<file path="config.mk">
export PLATFORM = sky130hd
export DESIGN_NAME = sensor_debounce
export DESIGN_NICKNAME = d
export VERILOG_FILES = /design/src/rtl/sensor_debounce.sv
export SDC_FILE = /design/constraint.sdc
export NUM_CORES = 1
export LEC_CHECK = 0
export CORE_ASPECT_RATIO = 1.25
export CORE_MARGIN = 2
export CORE_UTILIZATION = 50
export CTS_CLUSTER_SIZE = 40
export DETAILED_ROUTE_END_ITERATION = 10
export HOLD_SLACK_MARGIN = 0.1
export PLACE_DENSITY = 0.68
export SLEW_MARGIN = 20
export SYNTH_ARGS = -nofsm -noshare
export SYNTH_HDL_FRONTEND = slang
export SYNTH_SLANG_ARGS = --single-unit
</file>
<file path="constraint.sdc">
create_clock -name clk -period 2.1 [get_ports clk]
set_input_delay 0.42 -clock clk [delete_from_list [all_inputs] [get_ports clk]]
set_output_delay 0.42 -clock clk [all_outputs]
set_load 0.01 [all_outputs]
</file>
<file path="src/rtl/sensor_debounce.sv">
// Four-channel proximity sensor debouncer.
// Each raw input is synchronized into the clk domain and then has to disagree
// with the current debounced level for DEBOUNCE_CYCLES consecutive cycles
// before that level is allowed to change. A single pulse on sensor_changed
// flags every edge on which any debounced output updates.
module sensor_debounce #(
    parameter int DEBOUNCE_CYCLES = 8,
    parameter int CNT_W           = 8
) (
    input  logic clk,
    input  logic reset,
    input  logic front_raw,
    input  logic left_raw,
    input  logic right_raw,
    input  logic back_raw,
    output logic front_sensor,
    output logic left_sensor,
    output logic right_sensor,
    output logic back_sensor,
    output logic sensor_changed
);

    // The counter value at which the next disagreeing sample commits the change.
    localparam logic [CNT_W-1:0] CNT_LAST = CNT_W'(DEBOUNCE_CYCLES - 1);

    // Channel order in every vector: [0]=front, [1]=left, [2]=right, [3]=back.
    logic [3:0] raw_vec;
    logic [3:0] sync_meta;
    logic [3:0] sync_s;
    logic [3:0] stable;
    logic [3:0] update;

    assign raw_vec = {back_raw, right_raw, left_raw, front_raw};

    // Two-flop synchronizer; the first stage may go metastable and is never
    // used by anything except the second stage.
    always_ff @(posedge clk or posedge reset) begin
        if (reset) begin
            sync_meta <= '0;
            sync_s    <= '0;
        end else begin
            sync_meta <= raw_vec;
            sync_s    <= sync_meta;
        end
    end

    // One independent counter and stable register per channel.
    for (genvar ch = 0; ch < 4; ch++) begin : g_chan
        logic [CNT_W-1:0] cnt;
        logic             stable_q;

        // A channel commits when its synced value still disagrees after the
        // counter has already seen DEBOUNCE_CYCLES-1 disagreeing cycles.
        always_comb begin
            update[ch] = (sync_s[ch] != stable_q) && (cnt == CNT_LAST);
        end

        // Count consecutive disagreeing cycles, restart on agreement, and
        // clear on commit so the counter never passes CNT_LAST or wraps.
        always_ff @(posedge clk or posedge reset) begin
            if (reset) begin
                cnt      <= '0;
                stable_q <= 1'b0;
            end else if (sync_s[ch] == stable_q) begin
                cnt <= '0;
            end else if (update[ch]) begin
                cnt      <= '0;
                stable_q <= sync_s[ch];
            end else if (cnt < CNT_LAST) begin
                cnt <= cnt + CNT_W'(1);
            end
        end

        assign stable[ch] = stable_q;
    end

    // Registered alongside the stable levels so the pulse lines up with the
    // first cycle in which any new debounced value is visible.
    always_ff @(posedge clk or posedge reset) begin
        if (reset) begin
            sensor_changed <= 1'b0;
        end else begin
            sensor_changed <= |update;
        end
    end

    assign front_sensor = stable[0];
    assign left_sensor  = stable[1];
    assign right_sensor = stable[2];
    assign back_sensor  = stable[3];

endmodule

</file>
* After elaboration in Yosys (flattened, before gate mapping) *
Cells that the tools add are included.

operators by class
  mux-type cells = 12
  reduce and logical (&&, ||, !) cells = 13
  $lt $le $gt $ge = 4
  add/sub/neg operators = 4
  bitwise operators = 4
  eq/ne operators = 12

operator list
  kind                                                                           count
  8-bit two-way mux                                                              12
  8-bit by 1-bit adder with 8-bit output (second input constant)                 4
  8-bit by 3-bit == test with 1-bit output (second input constant)               4
  8-bit by 3-bit less-than comparator with 1-bit output (second input constant)  4
  3-bit nonzero test                                                             4
  2-bit AND reduction                                                            4
  1-bit == test                                                                  4
  1-bit logical AND                                                              4
  1-bit inequality test                                                          4
  1-bit NOT                                                                      4
  4-bit OR reduction                                                             1

word-level totals
  output and inout bits = 5
  logic and storage cells = 60
  flip-flop bits (word level) = 45

* Depth between registers and ports, before layout *
  word-level depth = 4
  mapped depth = 4
  gate-level depth less buffers = 4

* Least setup slack after synthesis *
OpenSTA, ideal clock, no wires.

  path type = flip-flop to flip-flop
  from = register g_chan[2].cnt[3]
  to = register g_chan[2].stable_q (netlist: right_sensor)
  buffers on the path = 1
  setup time = 0.128 ns
  arrival time = 1.626 ns
  clock period less this slack = 1.754 ns
  stages on the path, launching flop included = 5
  slack = 0.346 ns
  data required time = 1.972 ns
  path through = dfrtp_1 -> or4_1 -> buf_2 -> nor4b_2 -> mux2_1

between the ends
  cells in the longest elaborated chain, start to end = 3

ends and longest elaborated chain
  item                                      line  text
  from (decl)                               49    logic [CNT_W-1:0] cnt;
  from (signal assigned)                    70    cnt <= cnt + CNT_W'(1);
  8-bit by 3-bit == test with 1-bit output  55    update[ch] = (sync_s[ch] != stable_q) && (cnt == CNT_LAST);
  1-bit logical AND                         55
  2-bit AND reduction (no line)             -
  to (signal assigned)                      68    stable_q <= sync_s[ch];
  to (decl)                                 50    logic stable_q;

Every way passes these cells.
A chain may end at the register's enable or synchronous reset.

* Final worst setup path *
  from = register g_chan[1].cnt[4]
  to = register g_chan[1].stable_q (netlist: left_sensor)

between the ends
  cells in the longest elaborated chain, start to end = 3

ends and longest elaborated chain
  item                                      line
  from (decl)                               49
  from (signal assigned)                    70
  8-bit by 3-bit == test with 1-bit output  55
  1-bit logical AND                         55
  2-bit AND reduction (no line)             -
  to (signal assigned)                      68
  to (decl)                                 50

Every way passes these cells.

==> results.md <==
- Yosys top cell area share: between 60% and 70%
- CTS Buf Count: 5
- Clock Latency Late Sink: between 0.2 and 0.3 ns
- RSZ-0062 raised after global routing: no
- Fin crit period: 1.902 ns
- Final setup fails: 0
- Synthesized area: around 1900 µm²
- Worst VDD drop: 0.7849 mV
- Initial Util: between 50 and 60%
- Final WS setup: slightly below 0.2 ns
- Max-cap violations: 0
- Post-cts sizing count: 0
- DIE AREA: around 4200 µm²
- Num Clock Sinks: between 40 and 50
- Chip width: between 50 and 60 µm
- CTS max path bufs: 2
- First-pass GRT wire length: 5.471 mm
- Total number of vias: 1169
- CP endpoint kind: register
- Largest fanout on the critical path: 8
- Area of the multi-input gates: approximately 700 µm²
- Total Power: around 0.0021 W
- Cts hold-fix bufs: 0
- Grt met3 use: around 4.6%
- Sequential share of the synthesized area: between 60 and 70%
- Synthesis Warnings: 0
- HP Class: reg2reg
- Met1 usage: a little under a quarter
- Crit Path Category: reg2reg
- Critical Path End: left_sensor$_DFFE_PP0P_
- DRT iter0 DRCs: 52
- Area contributors post-synth: dfrtp_1 (60%), and2_1 (5.4%), a21oi_1 (2.9%)
- Mapped Cells: 151
- Critical Path RT: ~2.3 ns
- Grt ovf: 0
- I/O pins: 11
- Largest net degree at the start of global routing: 46
- Post-route cell area: around 2100 µm²
- WL final: a little under 3 mm
- Worst Min Path Start: sync_meta[3]$_DFF_PP0_
- First-pass DRT Iterations: 7
- Layout cells sized above 1: 8.929%
- R2r worst-path depth: 3
- Worst slew pin tran: ~0.54 ns
- Commonest non-fill, non-tap cell in the layout: dfrtp_1
- Nature of the critical path startpoint: register
- Most frequent cells in the layout: dfrtp_1 (45), and2_1 (16), a21oi_1 (11)
- Final number of max-transition violations: 0
- R2r setup slk: roughly 0.2 ns
- Peak Freq: ~0.53 GHz
- Area after DPL: 2016 µm²
- Average wire per standard cell: between 10 and 15 µm
- Overall routing resource usage: roughly 17%
- DR vias/cell: between 5 and 6
- Final Core Density: about three fifths
- Fill cells: 310
- Yosys cell types: 31
- IO buf count: 10
- Mapped Nets: between 150 and 200
- Failing checks: design-rule violations
- Register area: around 1100 µm²
- Post-synthesis sequential element count: 45
- Final number of hold-violating endpoints: 0
- Layout area overhead: 14.21%
- Post-synth EDFFs: 0
- # DRC: 1
- Cell taking the most area after synthesis: dfrtp_1
- H-tree level count: 2
- Buffer count from post-CTS setup fixing: 0
- Slew HR: between 60% and 70%
- Post-DRT Antenna Nets: 0
- Outcome: complete, but fails checks
- Initial antenna violation count: 0
- Dominant synthesized flop cell: dfrtp_1
- Die height: 72.32 µm
- Tcrit/Tclk final: slightly above 90%
- Final net count: ~180
- Row count: 24
- Worst Skew: between 0.006 and 0.007 ns
- Core area: 3543 µm²
- Placement Setup Slack: around 0.22 ns
- Clock transition at the registers of the reported paths: 0.08 ns
- Beginning of the critical path: g_chan[1].cnt[4]$_DFFE_PP0P_
- R2R Path Start: g_chan[1].cnt[4]$_DFFE_PP0P_
- Routability cong.: ~0.83
- CP Data Arrival Time: around 2.1 ns
- Reg-to-reg critical path endpoint: left_sensor$_DFFE_PP0P_
- Detail Placement HPWL: just over 2 mm
- LEAKAGE: around 1.0 nW
- Met2 Track Usage GR: 26.09%
- Vias in the first global route: roughly 1200
- CTS tree: built
- Antenna fix cells: 0
- Most Crowded Layer GR: met2
- Power per cell area: 990.5 nW/µm²
- Mapped Avg Cell Area: 12.36 µm²
- Ys async rst share: 100.0%
- Setup TNS: 0 ns
- CTS root buf: clkbuf_8
[cells in the mapped netlist, drive strengths merged, types with 5 or more instances]
| master | number |
|---|---|
| inv | 6 |
| and2 | 17 |
| a21oi | 11 |
| or4b | 5 |
| dfrtp | 45 |
| or4 | 7 |
| nor3 | 6 |
| o21ai | 8 |
[logic make-up (layout without fill, tap and decap cells)]
kind of cell	Yosys count	after routing	synth area share, %
xor gates and xnor gates	8	8	3.753
AOI/OAI and AO/OA	27	27	8.445
adders and majority gates	4	4	2.681
muxes	5	5	2.949
buffers and inverters	9	26	2.010
and+or+nand+nor	53	53	19.84
DFF	45	45	60.32
[state kept, by name (all words and copies together) (netlist names)]
signal,cells
sync_s,4
sync_meta,4
g_chan.cnt,32
right_sensor,1
front_sensor,1
back_sensor,1
sensor_changed,1
left_sensor,1
[layer usage]
metal,part of all wire [%],vias up,routed length [µm]
met3,3.2,2,94
li1,-,571,-
met1,48,574,1416
met4,0.64,0,19
met2,49,22,1444
met5,0,-,0
[stage by stage]
stage                     hold WS [ns]  cells
final                           0.3577    207
after global routing            0.3783    207
after CTS                       0.3575    207
after detailed placement        0.3378    199
after global placement          0.3319    199
after floorplan                 0.3312    151
[worst max-delay path: stages, from the launching register on]
cell,delay (ns)
dfrtp_1,0.39
or4_1,0.67
nor4_2,0.38
mux2_1,0.36
[layout make-up]
class / count / area share [%]
Sequential cell: 45 / 52.82
Multi-Input combinational cell: 97 / 32.98
Timing Repair Buffer: 12 / 5.399
Clock buffer: 7 / 4.049
Tap cell: 39 / 2.289
Clock inverter: 1 / 1.408
Inverter: 6 / 1.056
[worst min-delay path by stage]
stage / slack (ns) / end / cells after the start
2_1_floorplan: 0.33 / sync_s[0]$_DFF_PP0_ / 0
3_3_place_gp: 0.33 / sync_s[0]$_DFF_PP0_ / 0
3_5_place_dp: 0.34 / sync_s[0]$_DFF_PP0_ / 0
4_1_cts: 0.36 / sync_s[0]$_DFF_PP0_ / 0
5_1_grt: 0.38 / sync_s[0]$_DFF_PP0_ / 0
6_report: 0.36 / sync_s[3]$_DFF_PP0_ / 0
[power breakdown]
group / leakage [nW] / internal [W] / total, W / switching, W
Sequential: 0.599 / 0.000970 / 0.00107 / 0.000100
Clock: 0.0585 / 0.000388 / 0.000658 / 0.000270
Combinational: 0.372 / 0.000198 / 0.000383 / 0.000185
Total: 1.03 / 0.00156 / 0.00211 / 0.000556
Power figures use the tool's default switching activity.
